===== src/rtl/multicycle_controller_pkg.sv =====
// ---------------------------------------------------------------------------
// ctrl_pkg
// Shared definitions for the multicycle MIPS sequencing controller:
//   - state_e  : 4-bit FSM state encoding (codes 11..15 unused)
//   - OP_* / FN_* : opcode (IR[31:26]) and R-type func (IR[5:0]) values
//   - ALU_*    : ALUOP encodings driven to the shared ALU
//   - SRCB_*   : ALUSrcB mux encodings
//   - ctrl_t   : bundle of every control output, so a state can clear all
//                of them with one assignment and then set only its own
// ---------------------------------------------------------------------------
package ctrl_pkg;

  typedef enum logic [3:0] {
    S_FETCH  = 4'd0,
    S_DECODE = 4'd1,
    S_EXEC_R = 4'd2,
    S_WB_R   = 4'd3,
    S_EXEC_I = 4'd4,
    S_WB_I   = 4'd5,
    S_ADDR   = 4'd6,
    S_MEM_RD = 4'd7,
    S_WB_MEM = 4'd8,
    S_MEM_WR = 4'd9,
    S_BRANCH = 4'd10
  } state_e;

  // Opcodes
  localparam logic [5:0] OP_RTYPE = 6'd0;
  localparam logic [5:0] OP_BEQ   = 6'd4;
  localparam logic [5:0] OP_BNE   = 6'd5;
  localparam logic [5:0] OP_ADDI  = 6'd8;
  localparam logic [5:0] OP_ADDIU = 6'd9;
  localparam logic [5:0] OP_SLTI  = 6'd10;
  localparam logic [5:0] OP_SLTIU = 6'd11;
  localparam logic [5:0] OP_ANDI  = 6'd12;
  localparam logic [5:0] OP_ORI   = 6'd13;
  localparam logic [5:0] OP_XORI  = 6'd14;
  localparam logic [5:0] OP_LW    = 6'd35;
  localparam logic [5:0] OP_SW    = 6'd43;

  // R-type func codes
  localparam logic [5:0] FN_ADD  = 6'd32;
  localparam logic [5:0] FN_ADDU = 6'd33;
  localparam logic [5:0] FN_SUB  = 6'd34;
  localparam logic [5:0] FN_SUBU = 6'd35;
  localparam logic [5:0] FN_AND  = 6'd36;
  localparam logic [5:0] FN_OR   = 6'd37;
  localparam logic [5:0] FN_XOR  = 6'd38;
  localparam logic [5:0] FN_NOR  = 6'd39;
  localparam logic [5:0] FN_SLT  = 6'd42;
  localparam logic [5:0] FN_SLTU = 6'd43;

  // ALUOP encodings
  localparam logic [2:0] ALU_ADD  = 3'b000;
  localparam logic [2:0] ALU_SUB  = 3'b001;
  localparam logic [2:0] ALU_AND  = 3'b010;
  localparam logic [2:0] ALU_OR   = 3'b011;
  localparam logic [2:0] ALU_XOR  = 3'b100;
  localparam logic [2:0] ALU_NOR  = 3'b101;
  localparam logic [2:0] ALU_SLT  = 3'b110;
  localparam logic [2:0] ALU_SLTU = 3'b111;

  // ALUSrcB encodings
  localparam logic [1:0] SRCB_RT     = 2'b00;
  localparam logic [1:0] SRCB_FOUR   = 2'b01;
  localparam logic [1:0] SRCB_IMM    = 2'b10;
  localparam logic [1:0] SRCB_IMM_SH = 2'b11;

  typedef struct packed {
    logic       pc_write;
    logic       ir_write;
    logic       iord;
    logic       mem_read;
    logic       mem_write;
    logic       mem2reg;
    logic       reg_dst;
    logic       reg_write;
    logic       alu_src_a;
    logic [1:0] alu_src_b;
    logic       pc_src;
    logic [2:0] alu_op;
    logic       sgnzero;
    logic       illegal;
  } ctrl_t;

endpackage


===== src/rtl/multicycle_controller_if.sv =====
// ---------------------------------------------------------------------------
// multicycle_controller_if
// Signal bundle between the sequencing controller and the multicycle
// datapath / memory.
//   master (controller): inputs op, func, zero, mem_ready; drives all mux
//                        selects, write strobes, illegal and state.
//   slave  (datapath)  : the mirror image.
// ---------------------------------------------------------------------------
interface multicycle_controller_if;
  logic [5:0] op;
  logic [5:0] func;
  logic       zero;
  logic       mem_ready;

  logic       PCWrite;
  logic       IRWrite;
  logic       IorD;
  logic       MemRead;
  logic       MemWrite;
  logic       Mem2reg;
  logic       RegDst;
  logic       RegWrite;
  logic       ALUSrcA;
  logic [1:0] ALUSrcB;
  logic       PCSrc;
  logic [2:0] ALUOP;
  logic       Sgnzero;
  logic       illegal;
  logic [3:0] state;

  modport master (
    input  op, func, zero, mem_ready,
    output PCWrite, IRWrite, IorD, MemRead, MemWrite, Mem2reg, RegDst,
           RegWrite, ALUSrcA, ALUSrcB, PCSrc, ALUOP, Sgnzero, illegal, state
  );

  modport slave (
    output op, func, zero, mem_ready,
    input  PCWrite, IRWrite, IorD, MemRead, MemWrite, Mem2reg, RegDst,
           RegWrite, ALUSrcA, ALUSrcB, PCSrc, ALUOP, Sgnzero, illegal, state
  );
endinterface


===== src/rtl/multicycle_controller_alu_op_decoder.sv =====
// ---------------------------------------------------------------------------
// alu_op_decoder
// Combinational instruction classifier.
//   op, func : IR opcode and func fields
//   aluop    : ALU operation for the EXEC states
//   sgnzero  : 1 = sign-extend immediate, 0 = zero-extend (I-type only)
//   legal    : instruction is one the controller implements (nop excluded;
//              the controller recognises it separately)
// ---------------------------------------------------------------------------
module alu_op_decoder
  import ctrl_pkg::*;
(
  input  logic [5:0] op,
  input  logic [5:0] func,
  output logic [2:0] aluop,
  output logic       sgnzero,
  output logic       legal
);

  always_comb begin
    // NOTE: every output gets a default before the case so no path leaves
    // one unassigned, which would otherwise infer a latch.
    aluop   = ALU_ADD;
    sgnzero = 1'b0;
    legal   = 1'b0;
    if (op == OP_RTYPE) begin
      legal = 1'b1;
      case (func)
        FN_ADD, FN_ADDU: aluop = ALU_ADD;
        FN_SUB, FN_SUBU: aluop = ALU_SUB;
        FN_AND:          aluop = ALU_AND;
        FN_OR:           aluop = ALU_OR;
        FN_XOR:          aluop = ALU_XOR;
        FN_NOR:          aluop = ALU_NOR;
        FN_SLT:          aluop = ALU_SLT;
        FN_SLTU:         aluop = ALU_SLTU;
        default:         legal = 1'b0;
      endcase
    end else begin
      legal   = 1'b1;
      sgnzero = 1'b1;
      case (op)
        OP_ADDI, OP_ADDIU: aluop = ALU_ADD;
        OP_SLTI:           aluop = ALU_SLT;
        OP_SLTIU:          aluop = ALU_SLTU;
        // Logical immediates are zero-extended.
        OP_ANDI: begin aluop = ALU_AND; sgnzero = 1'b0; end
        OP_ORI:  begin aluop = ALU_OR;  sgnzero = 1'b0; end
        OP_XORI: begin aluop = ALU_XOR; sgnzero = 1'b0; end
        OP_LW, OP_SW:      aluop = ALU_ADD;
        OP_BEQ, OP_BNE:    aluop = ALU_SUB;
        default: begin
          legal   = 1'b0;
          sgnzero = 1'b0;
        end
      endcase
    end
  end

endmodule


===== src/rtl/multicycle_controller.sv =====
// ---------------------------------------------------------------------------
// multicycle_controller
// FSM sequencing a multicycle MIPS datapath through fetch, decode, execute,
// memory and writeback, with a wait-state handshake on the shared memory.
//   clk   : rising-edge clock
//   rst_n : asynchronous active-low reset; also forces every output to 0
//   bus   : master side of multicycle_controller_if (IR fields, ALU zero,
//           mem_ready in; mux selects, strobes, illegal, state out)
// Outputs are decoded from the state register; IRWrite/PCWrite in FETCH,
// illegal in DECODE and PCWrite in BRANCH also look at the live inputs.
// ---------------------------------------------------------------------------
module multicycle_controller
  import ctrl_pkg::*;
(
  input logic                    clk,
  input logic                    rst_n,
  multicycle_controller_if.master bus
);

  state_e     state_q;
  ctrl_t      ctl;
  logic [2:0] dec_aluop;
  logic       dec_sgnzero;
  logic       dec_legal;
  logic       is_nop;
  logic       is_mem;
  logic       is_branch;

  alu_op_decoder u_alu_op_decoder (
    .op      (bus.op),
    .func    (bus.func),
    .aluop   (dec_aluop),
    .sgnzero (dec_sgnzero),
    .legal   (dec_legal)
  );

  assign is_nop    = (bus.op == OP_RTYPE) && (bus.func == 6'd0);
  assign is_mem    = (bus.op == OP_LW) || (bus.op == OP_SW);
  assign is_branch = (bus.op == OP_BEQ) || (bus.op == OP_BNE);

  // NOTE: state is sequential, so it is written only with non-blocking
  // assignments; the combinational decode below uses blocking ones.
  always_ff @(posedge clk or negedge rst_n) begin
    if (!rst_n) begin
      state_q <= S_FETCH;
    end else begin
      case (state_q)
        S_FETCH:  if (bus.mem_ready) state_q <= S_DECODE;
        S_DECODE: begin
          if (is_nop || !dec_legal)   state_q <= S_FETCH;
          else if (bus.op == OP_RTYPE) state_q <= S_EXEC_R;
          else if (is_mem)            state_q <= S_ADDR;
          else if (is_branch)         state_q <= S_BRANCH;
          else                        state_q <= S_EXEC_I;
        end
        S_EXEC_R: state_q <= S_WB_R;
        S_WB_R:   state_q <= S_FETCH;
        S_EXEC_I: state_q <= S_WB_I;
        S_WB_I:   state_q <= S_FETCH;
        S_ADDR:   state_q <= (bus.op == OP_LW) ? S_MEM_RD : S_MEM_WR;
        S_MEM_RD: if (bus.mem_ready) state_q <= S_WB_MEM;
        S_WB_MEM: state_q <= S_FETCH;
        S_MEM_WR: if (bus.mem_ready) state_q <= S_FETCH;
        S_BRANCH: state_q <= S_FETCH;
        // Unused codes recover to FETCH.
        default:  state_q <= S_FETCH;
      endcase
    end
  end

  always_comb begin
    ctl = '0;
    // Outputs are gated by rst_n directly: FETCH is state 0 and would
    // otherwise raise MemRead while reset is still held.
    if (rst_n) begin
      case (state_q)
        S_FETCH: begin
          ctl.mem_read  = 1'b1;
          ctl.alu_src_b = SRCB_FOUR;
          ctl.alu_op    = ALU_ADD;
          ctl.ir_write  = bus.mem_ready;
          ctl.pc_write  = bus.mem_ready;
        end
        S_DECODE: begin
          // Branch target PC + (sext(imm) << 2) lands in ALUOut.
          ctl.alu_src_b = SRCB_IMM_SH;
          ctl.sgnzero   = 1'b1;
          ctl.alu_op    = ALU_ADD;
          ctl.illegal   = !is_nop && !dec_legal;
        end
        S_EXEC_R: begin
          ctl.alu_src_a = 1'b1;
          ctl.alu_src_b = SRCB_RT;
          ctl.alu_op    = dec_aluop;
        end
        S_WB_R: begin
          ctl.reg_dst   = 1'b1;
          ctl.reg_write = 1'b1;
        end
        S_EXEC_I: begin
          ctl.alu_src_a = 1'b1;
          ctl.alu_src_b = SRCB_IMM;
          ctl.alu_op    = dec_aluop;
          ctl.sgnzero   = dec_sgnzero;
        end
        S_WB_I: ctl.reg_write = 1'b1;
        S_ADDR: begin
          ctl.alu_src_a = 1'b1;
          ctl.alu_src_b = SRCB_IMM;
          ctl.sgnzero   = 1'b1;
          ctl.alu_op    = ALU_ADD;
        end
        S_MEM_RD: begin
          ctl.iord     = 1'b1;
          ctl.mem_read = 1'b1;
        end
        S_WB_MEM: begin
          ctl.reg_write = 1'b1;
          ctl.mem2reg   = 1'b1;
        end
        S_MEM_WR: begin
          ctl.iord      = 1'b1;
          ctl.mem_write = 1'b1;
        end
        S_BRANCH: begin
          ctl.alu_src_a = 1'b1;
          ctl.alu_src_b = SRCB_RT;
          ctl.alu_op    = ALU_SUB;
          ctl.pc_src    = 1'b1;
          ctl.pc_write  = ((bus.op == OP_BEQ) &&  bus.zero) ||
                          ((bus.op == OP_BNE) && !bus.zero);
        end
        default: ;
      endcase
    end
  end

  assign bus.PCWrite  = ctl.pc_write;
  assign bus.IRWrite  = ctl.ir_write;
  assign bus.IorD     = ctl.iord;
  assign bus.MemRead  = ctl.mem_read;
  assign bus.MemWrite = ctl.mem_write;
  assign bus.Mem2reg  = ctl.mem2reg;
  assign bus.RegDst   = ctl.reg_dst;
  assign bus.RegWrite = ctl.reg_write;
  assign bus.ALUSrcA  = ctl.alu_src_a;
  assign bus.ALUSrcB  = ctl.alu_src_b;
  assign bus.PCSrc    = ctl.pc_src;
  assign bus.ALUOP    = ctl.alu_op;
  assign bus.Sgnzero  = ctl.sgnzero;
  assign bus.illegal  = ctl.illegal;
  assign bus.state    = state_q;

endmodule

===== src/flat_wrapper.sv =====
// flat-port wrapper written by rule: the top's interface ports become plain ports
module multicycle_controller_flat import ctrl_pkg::*;
  (clk, rst_n, bus_op, bus_func, bus_zero, bus_mem_ready, bus_PCWrite, bus_IRWrite, bus_IorD, bus_MemRead, bus_MemWrite, bus_Mem2reg, bus_RegDst, bus_RegWrite, bus_ALUSrcA, bus_ALUSrcB, bus_PCSrc, bus_ALUOP, bus_Sgnzero, bus_illegal, bus_state);
  multicycle_controller_if bus_i ();
  input logic clk;
  input logic rst_n;
  input wire logic [$bits(bus_i.op)-1:0] bus_op;
  input wire logic [$bits(bus_i.func)-1:0] bus_func;
  input wire logic [$bits(bus_i.zero)-1:0] bus_zero;
  input wire logic [$bits(bus_i.mem_ready)-1:0] bus_mem_ready;
  output wire logic [$bits(bus_i.PCWrite)-1:0] bus_PCWrite;
  output wire logic [$bits(bus_i.IRWrite)-1:0] bus_IRWrite;
  output wire logic [$bits(bus_i.IorD)-1:0] bus_IorD;
  output wire logic [$bits(bus_i.MemRead)-1:0] bus_MemRead;
  output wire logic [$bits(bus_i.MemWrite)-1:0] bus_MemWrite;
  output wire logic [$bits(bus_i.Mem2reg)-1:0] bus_Mem2reg;
  output wire logic [$bits(bus_i.RegDst)-1:0] bus_RegDst;
  output wire logic [$bits(bus_i.RegWrite)-1:0] bus_RegWrite;
  output wire logic [$bits(bus_i.ALUSrcA)-1:0] bus_ALUSrcA;
  output wire logic [$bits(bus_i.ALUSrcB)-1:0] bus_ALUSrcB;
  output wire logic [$bits(bus_i.PCSrc)-1:0] bus_PCSrc;
  output wire logic [$bits(bus_i.ALUOP)-1:0] bus_ALUOP;
  output wire logic [$bits(bus_i.Sgnzero)-1:0] bus_Sgnzero;
  output wire logic [$bits(bus_i.illegal)-1:0] bus_illegal;
  output wire logic [$bits(bus_i.state)-1:0] bus_state;
  assign bus_i.op = bus_op;
  assign bus_i.func = bus_func;
  assign bus_i.zero = bus_zero;
  assign bus_i.mem_ready = bus_mem_ready;
  assign bus_PCWrite = bus_i.PCWrite;
  assign bus_IRWrite = bus_i.IRWrite;
  assign bus_IorD = bus_i.IorD;
  assign bus_MemRead = bus_i.MemRead;
  assign bus_MemWrite = bus_i.MemWrite;
  assign bus_Mem2reg = bus_i.Mem2reg;
  assign bus_RegDst = bus_i.RegDst;
  assign bus_RegWrite = bus_i.RegWrite;
  assign bus_ALUSrcA = bus_i.ALUSrcA;
  assign bus_ALUSrcB = bus_i.ALUSrcB;
  assign bus_PCSrc = bus_i.PCSrc;
  assign bus_ALUOP = bus_i.ALUOP;
  assign bus_Sgnzero = bus_i.Sgnzero;
  assign bus_illegal = bus_i.illegal;
  assign bus_state = bus_i.state;
  multicycle_controller u_core (.clk(clk), .rst_n(rst_n), .bus(bus_i));
endmodule

===== config.mk =====
export PLATFORM = sky130hd
export DESIGN_NAME = multicycle_controller_flat
export DESIGN_NICKNAME = d
export VERILOG_FILES = /design/src/rtl/multicycle_controller_pkg.sv /design/src/rtl/multicycle_controller_if.sv /design/src/rtl/multicycle_controller_alu_op_decoder.sv /design/src/rtl/multicycle_controller.sv /design/src/flat_wrapper.sv
export SDC_FILE = /design/constraint.sdc
export NUM_CORES = 1
export LEC_CHECK = 0
export CAP_MARGIN = 20
export CORE_UTILIZATION = 35
export CTS_BUF_LIST = sky130_fd_sc_hd__clkbuf_8 sky130_fd_sc_hd__clkbuf_16
export DETAILED_ROUTE_END_ITERATION = 16
export GPL_TIMING_DRIVEN = 0
export PLACE_DENSITY = 0.75
export SYNTH_ARGS = -nofsm -noshare
export SYNTH_HDL_FRONTEND = slang
export SYNTH_HIERARCHICAL = 1
export SYNTH_SLANG_ARGS = --single-unit

===== constraint.sdc =====
create_clock -name clk -period 2 [get_ports clk]
set_input_delay 0.3 -clock clk [delete_from_list [all_inputs] [get_ports clk]]
set_output_delay 0.3 -clock clk [all_outputs]
set_load 0.05 [all_outputs]

==> run summary, run 1 <==
Synth unique cells -> 45
Leakage -> 0.000566 uW
Worst setup margin -> 18.2 ps
Post-synth top area share -> 12.5%
Drt total wl -> 2.98 mm
Max Fclk -> 505 MHz
Setup crit start kind -> flop
Gate Count Post-Synth -> 120
Gr ovfl total -> 0
Flop2flop setup slack -> 450 ps
Sequential share of power -> 12.7%
Clock power frac -> 17.4%
Core ar. -> 2060 um2
Die Y -> 49.8 um
Slew @ Worst Pin -> 487 ps
Class of the worst hold path -> in2async
DR WL/cell -> 15.6 um
Final Cell Area -> 1380 um2
DR pass1 iterations -> 4
M2 GR Usage -> 50.5%
Ranking of synthesized cells by area -> dfrtp_1 (13%), nand2_1 (9.4%), a21oi_1 (6.3%), nor2_1 (6.1%), nor4_1 (5.5%)
Final setup violation count -> 0
Yosys top cell by area -> dfrtp_1
Drt drc -> 0
Period Utilization, post-route -> 99.1%
Fin Clk Skew -> 4.40 ps
Number of global-route vias before repair -> 1106
Met3 Use GR -> 1.85%
Asr flop ratio synth -> 100%
Area of placed instances -> 1270 um2
Mapped Area -> 801 um2
Top cell family by delay on the critical path -> simple AND/OR/NAND/NOR gates
CP endpoint kind -> output pin
Ports -> 37
Area occupied by multi-input gates -> 816 um2
Initial antenna violation count -> 0
Sw Ratio -> 53.9%
Status -> completed
Die Footprint -> 2480 um2
Critical path class -> reg2out
Final ANT Viol Nets -> 0
Crit path buf inv count -> 2
Area grow syn2layout -> 72.2%
Clk slew on worst S/H paths -> 40 ps
Max reg flops -> 4
Setup WS pre-CTS -> -1180 ps
Gr usage total -> 26.2%
Max-Cap Viols -> 0
DRT iter0 DRCs -> 29
Die width -> 49.8 um
Mean number of vias per cell -> 5.91
Comb pwr share -> 69.8%
Layout cell share with drive strength beyond 1 -> 46.3%
Final Hold Fails -> 0
Worst r2r path cells -> 5
# fillers -> 196
Sequential cell area fraction in the yosys report -> 12.5%
YS warnings -> 6
Cell Int Power -> 467 uW
Hold_buf cts -> 0
Clock Root Buffer -> clkbuf_8
Largest stage delay, worst path -> 340 ps
FF/Latch Area -> 103 um2
Worst r2r dst -> u_core/bus.state[1]
Row cnt -> 16
Post-synth EDFFs -> 0
Net Switching -> 546 uW
RD Place Congestion -> 0.864
Post-synthesis register bit count -> 4
CTS H-tree depth -> 1
Slowest CP cell -> dfrtp_2
Critical path fanouts, max -> 10
Mapped Nets -> 136
Reg2reg start -> u_core/bus.state[3]
CP Data Required Time -> 1700 ps
GR Layer Usage met1 -> 30.4%
Final core utilization -> 66.9%
Avg Inst Size Synth -> 6.67 um2
Slew headroom -> 67.4%
Design Power -> 1010 uW
Num CTS Buffers -> 3
Antenna diodes -> 0
Minimum clock period -> 1980 ps
Starting density of the core -> 38.8%
Setup TNS -> 0 ps
Cell Pwr Density -> 735 nW/um2
Via count -> 1129
Clk sink count -> 4
Maximum vdd drop -> 0.000430 V
Most used flip-flop cell after synthesis -> dfrtp_1
Worst EP arrival -> 1680 ps
Pin count of the biggest net entering global routing -> 14
Post-DP HPWL -> 2.15 mm
First-pass GRT wire length -> 5.09 mm
RSZ-0062 raised after global routing -> yes
Final Max Tran Viols -> 0
CP Cell Sequence -> buf_2 -> nor2b_2 -> and4_2 -> a41o_2 -> clkbuf_4
Nets -> 181
CTS tree -> yes
Clock tree buffer depth -> 2
Worst-skew pair later-pin latency -> 220 ps
Busiest layer in global routing -> met2
Port Buffers -> 36
==> cell usage in the layout, fill, tap and decap left out, drive strengths merged, types with 3 or more instances in the layout <==
master,count
dlygate4sd2,3
nand2,20
nand3,3
o21ai,3
inv,5
nor3,5
nor4,8
clkbuf,9
nand2b,6
nor2b,3
a21oi,11
buf,29
clkdlybuf4s50,6
dfrtp,4
nor2,13
==> worst max path at each step <==
stage / slack, ps / depth (start not counted) / from / end
after CTS: -40 / 7 / bus_op[1] / bus_Sgnzero
after detailed placement: -1180 / 6 / bus_op[2] / bus_Sgnzero
after global placement: -1190 / 6 / bus_op[2] / bus_Sgnzero
final: 20 / 5 / u_core/bus.state[3] / bus_PCWrite
after global routing: -60 / 5 / u_core/bus.state[3] / bus_PCWrite
after floorplan: -90 / 4 / u_core/bus.state[3] / bus_PCWrite
==> power by group through the flow <==
stage | logic (uW) | registers [uW] | clock network, uW
global route | 756 | 131 | 191
floorplan | 419 | 171 | 0
CTS | 678 | 125 | 177
finish | 708 | 129 | 177
detailed placement | 680 | 126 | 0
global placement | 669 | 125 | 0
==> logic make-up after synthesis <==
| group | after synthesis | share of synthesized area (%) |
|---|---|---|
| AO/OA/AOI/OAI | 29 | 27.0 |
| XOR/XNOR | 4 | 4.38 |
| buffers and inverters | 9 | 5.78 |
| flip-flops | 4 | 12.5 |
| AND/OR/NAND/NOR | 74 | 50.3 |
==> repair_timing <==
action                                  4_1_cts  5_1_grt
gates cloned                                  0        0
endpoints found under the setup margin       20       16
setup buffers                                 3        2
pin swaps                                    10        7
resized for setup                           133       44
==> stage by stage <==
step | cells | hold slack, ps
2_1_floorplan | 120 | 4.41
3_3_place_gp | 183 | 608
3_5_place_dp | 183 | 616
4_1_cts | 190 | 123
5_1_grt | 191 | 134
6_report | 191 | 122
==> synth_stat cells, types with 2 or more instances <==
library cell	instances
nand2b_1	6
nand2_1	20
o22ai_1	2
xnor2_1	2
inv_2	2
nor2b_1	3
nor4_1	7
dfrtp_1	4
a21oi_1	10
buf_2	4
nand3_1	3
a311o_1	2
xor2_1	2
nor3_1	5
nand4b_1	2
nor2_1	13
and2_1	2
and4_1	2
o21ai_0	2
inv_1	2
==> routing by layer <==
metal	share of wire, %	wire length, um
met1	41	1220
met4	0.34	10
met5	0	0
met2	54	1600
met3	5.0	150
==> worst reg2reg max path, delay by kind of cell, from the launching register on <==
family	cells	cell delay, ps
AND/OR/NAND/NOR	3	730
flip-flops	1	380
buffers and inverters	1	190
AO/OA/AOI/OAI	1	180
==> layout make-up <==
| class | count | share of cell area, % |
|---|---|---|
| Clock buffer | 3 | 2.99 |
| Clock inverter | 1 | 0.272 |
| Timing Repair Buffer | 41 | 24.8 |
| Multi-Input combinational cell | 107 | 59.2 |
| Buffer | 4 | 1.81 |
| Sequential cell | 4 | 7.44 |
| Inverter | 4 | 1.09 |
| Tap cell | 27 | 2.45 |
Power figures use the tool's default switching activity.
==> inputs of run 2 (changes only) <==
--- a/config.mk
+++ b/config.mk
@@ -9,7 +9,6 @@
 export CORE_UTILIZATION = 35
 export CTS_BUF_LIST = sky130_fd_sc_hd__clkbuf_8 sky130_fd_sc_hd__clkbuf_16
 export DETAILED_ROUTE_END_ITERATION = 16
-export GPL_TIMING_DRIVEN = 0
 export PLACE_DENSITY = 0.75
 export SYNTH_ARGS = -nofsm -noshare
 export SYNTH_HDL_FRONTEND = slang
==> constraint.sdc (replaced) <==
create_clock -name clk -period 2 [get_ports clk]
set_input_delay 0.5 -clock clk [delete_from_list [all_inputs] [get_ports clk]]
set_output_delay 0.5 -clock clk [all_outputs]
set_load 0.05 [all_outputs]
==> run 2 against run 1 <==
Against the previous run: synthesized cell count did not move; the flow now stops in global routing (5_1_grt); synthesized area unchanged.
==> run summary, run 2 <==
Compound-Gate Fraction of Synth Area -> 27.0%
Clk sink count -> 4
RD Place Congestion -> 0.942
Port Buffers -> 36
Clock tree buffer depth -> 2
Top-count cell post-synth -> nand2_1
Post-synthesis register bit count -> 4
Post-DP HPWL -> 2.73 mm
Xor/xnor cell area share of the yosys netlist -> 4.38%
Row cnt -> 16
Synth unique cells -> 45
Gate Count Post-Synth -> 120
Pin count of the biggest net entering global routing -> 11
Yosys top cell by area -> dfrtp_1
Ports -> 37
Die Y -> 49.8 um
Synth Area in Simple Gates -> 50.3%
YS warnings -> 6
Die width -> 49.8 um
Stop err -> [ERROR DPL-0038] Utilization greater than 100%, impossible to legalize
Synth Area in Adders -> 0%
Post-synth top cells -> nand2_1 (20), nor2_1 (13), a21oi_1 (10), nor4_1 (7), nand2b_1 (6)
Ranking of synthesized cells by area -> dfrtp_1 (13%), nand2_1 (9.4%), a21oi_1 (6.3%), nor2_1 (6.1%), nor4_1 (5.5%)
Starting density of the core -> 38.8%
Worst-path endpoint category -> top-level output
Asr flop ratio synth -> 100%
Post-synth EDFFs -> 0
Status -> did not finish
Largest family of logic cells by synthesized area -> simple AND/OR/NAND/NOR gates
Mapped Nets -> 136
Mux contribution to synthesized area -> 0%
Clock Root Buffer -> clkbuf_8
Sequential cell area fraction in the yosys report -> 12.5%
Post-synth top area share -> 12.5%
Num CTS Buffers -> 3
Hold_buf cts -> 0
GRT worst endpoint -> bus_ALUOP[0]
CTS H-tree depth -> 1
Mapped Area -> 801 um2
Stage reached -> global routing (5_1_grt)
Most used flip-flop cell after synthesis -> dfrtp_1
Avg Inst Size Synth -> 6.67 um2
## run 2: cell counts after synthesis
No cell type changed its count.
## run 2: stage by stage
stage	util (%)	TNS (ps)	worst slack, ps	area (um2)	instances
3_5_place_dp	85.0	-7680	-758	1750	215
4_1_cts	94.5	-1540	-357	1950	224
3_3_place_gp	85.0	-7580	-731	1750	215
2_1_floorplan	-	-1050	-265	955	120
## run 2: logic make-up after synthesis
family                 Yosys count
AO/OA/AOI/OAI                   29
AND/OR/NAND/NOR                 74
XOR/XNOR                         4
flip-flops                       4
buffers and inverters            9
## run 2: repair_timing
item / 4_1_cts
gates resized for setup: 77
setup buffers: 6
endpoints found under the setup margin: 20
endpoints found under the hold margin: 0
pin swaps: 15
==> inputs of run 3 (changes only) <==
--- a/config.mk
+++ b/config.mk
@@ -6,10 +6,9 @@
 export NUM_CORES = 1
 export LEC_CHECK = 0
 export CAP_MARGIN = 20
-export CORE_UTILIZATION = 35
-export CTS_BUF_LIST = sky130_fd_sc_hd__clkbuf_8 sky130_fd_sc_hd__clkbuf_16
+export CORE_UTILIZATION = 20
 export DETAILED_ROUTE_END_ITERATION = 16
-export PLACE_DENSITY = 0.75
+export PLACE_DENSITY_LB_ADDON = 0.15
 export SYNTH_ARGS = -nofsm -noshare
 export SYNTH_HDL_FRONTEND = slang
 export SYNTH_HIERARCHICAL = 1
==> run 3 against run 2 <==
Against the previous run: the flow now finishes, with violations (negative setup slack).
==> run summary, run 3 (synthesis gave the netlist of run 1 again) <==
Antenna diodes -> 0
Slowest CP cell -> or4b_4
Commonest non-fill, non-tap cells in the layout -> buf_4 (43), buf_12 (16), nand2_1 (15), buf_6 (6)
Max reg flops -> 4
Hold Slack -> 370 ps
Clk slew on worst S/H paths -> 40 ps
Port Buffers -> 36
Setup crit start kind -> input port
Hold_buf cts -> 0
Final setup violation count -> 9
RSZ-0062 raised after global routing -> yes
First-pass GRT wire length -> 5.89 mm
Final core utilization -> 54.6%
Met1 WL -> 1.48 mm
Starting density of the core -> 21.4%
Worst EP arrival -> 1830 ps
Final ANT Viol Nets -> 0
Critical path class -> in2out
Status -> finished with violations
Die Footprint -> 4260 um2
Die Y -> 65.3 um
Clk sink count -> 4
Slew @ Worst Pin -> 295 ps
Max-Cap Viols -> 0
Row cnt -> 22
CP Cell Sequence -> buf_8 -> or4b_4 -> a31oi_4 -> o211ai_1 -> a21oi_4 -> buf_12
Via count -> 1249
CP Data Required Time -> 1500 ps
Maximum vdd drop -> 0.000354 V
Failing checks -> negative setup slack
Largest stage delay, worst path -> 540 ps
Drt drc -> 0
Met2 routed WL -> 1.85 mm
Mean number of vias per cell -> 5.10
Area grow syn2layout -> 155%
Core ar. -> 3740 um2
Num CTS Buffers -> 3
Class of the worst hold path -> in2async
Clock tree buffer depth -> 2
CTS tree -> yes
CTS H-tree depth -> 1
Pin count of the biggest net entering global routing -> 15
Gr usage total -> 17.2%
Clock Root Buffer -> clkbuf_8
Layout cell share with drive strength beyond 1 -> 69.5%
Max Fclk -> 429 MHz
Commonest non-fill, non-tap cell in the layout -> buf_4
Worst setup margin -> -332 ps
Final Max Tran Viols -> 0
DRT iter0 DRCs -> 55
Die width -> 65.3 um
CP endpoint kind -> output pin
Period Utilization, post-route -> 117%
Slew headroom -> 80.1%
Final Hold Fails -> 0
Worst-skew pair later-pin latency -> 220 ps
Met3 WL -> 147 um
Post-DP HPWL -> 2.54 mm
Gr ovfl total -> 0
Setup WS pre-CTS -> -767 ps
Leakage -> 0.000821 uW
DR pass1 iterations -> 4
Initial antenna violation count -> 0
Nets -> 215
Cell Pwr Density -> 638 nW/um2
Ports -> 37
Fin Clk Skew -> 7.74 ps
Setup TNS -> -1380 ps
RD Place Congestion -> 0.921
Critical path fanouts, max -> 4
Max layer used -> met4
Drt total wl -> 3.49 mm
DR WL/cell -> 14.2 um
Number of global-route vias before repair -> 1265
Minimum clock period -> 2330 ps
==> run 3: path summary, 6_finish.rpt <==
| check | slack, ps | cells past startpoint | start | end |
|---|---|---|---|---|
| min reg2reg | 630 | 2 | u_core/bus.state[3] | u_core/bus.state[3] |
| max in group asynchronous | 1300 | 4 | rst_n | u_core/bus.state[0] |
| max | -330 | 6 | bus_op[5] | bus_Sgnzero |
| max reg2reg | 390 | 4 | u_core/bus.state[0] | u_core/bus.state[1] |
| min in group clk | 630 | 2 | u_core/bus.state[3] | u_core/bus.state[3] |
| min | 370 | 2 | rst_n | u_core/bus.state[2] |
==> run 3: layout make-up <==
cell class | count | area, um2
multi-input cells | 107 | 966
well taps | 48 | 60.1
flip-flops and latches | 4 | 105
clock buffers | 3 | 41.3
repair buffers | 79 | 853
inverters | 4 | 17.5
fillers | 357 | 1700
==> run 3: routing by layer <==
layer	global-route usage (%)	vias to the layer above
met2	31.3	41
met5	0	-
met3	2.95	2
li1	-	612
met4	2.72	0
met1	21.2	594
==> run 3: timing repair <==
action | CTS | global route
pin swaps | 18 | 8
endpoints found under the setup margin | 20 | 16
gates resized for setup | 77 | 26
setup buffers | 6 | 6
==> run 3: stage by stage <==
| step | instances | total power [uW] | area, um2 |
|---|---|---|---|
| floorplan | 120 | 627 | 955 |
| global placement | 230 | 978 | 1720 |
| detailed placement | 230 | 987 | 1720 |
| CTS | 239 | 1220 | 1930 |
| global route | 245 | 1380 | 2040 |
| finish | 245 | 1300 | 2040 |
==> run 3: critical path, delay by kind of cell <==
kind / cells / cell delay (ps)
compound gates: 3 / 540
buf+inv: 2 / 250
simple gates: 1 / 540
==> run 3: power by group <==
group / total, uW / internal, uW / switching [uW] / leakage (uW)
clock network: 170 / 128 / 41.8 / 0.0000216
logic: 979 / 439 / 540 / 0.000752
registers: 154 / 99.4 / 54.8 / 0.0000477
total: 1300 / 667 / 637 / 0.000821
==> inputs of run 4 (changes only) <==
--- a/config.mk
+++ b/config.mk
@@ -9,6 +9,7 @@
 export CORE_UTILIZATION = 20
 export DETAILED_ROUTE_END_ITERATION = 16
 export PLACE_DENSITY_LB_ADDON = 0.15
+export SLEW_MARGIN = 20
 export SYNTH_ARGS = -nofsm -noshare
 export SYNTH_HDL_FRONTEND = slang
 export SYNTH_HIERARCHICAL = 1
==> results of run 4 <==
Same layout as run 3: the final DEF is identical, and so are final timing and power.
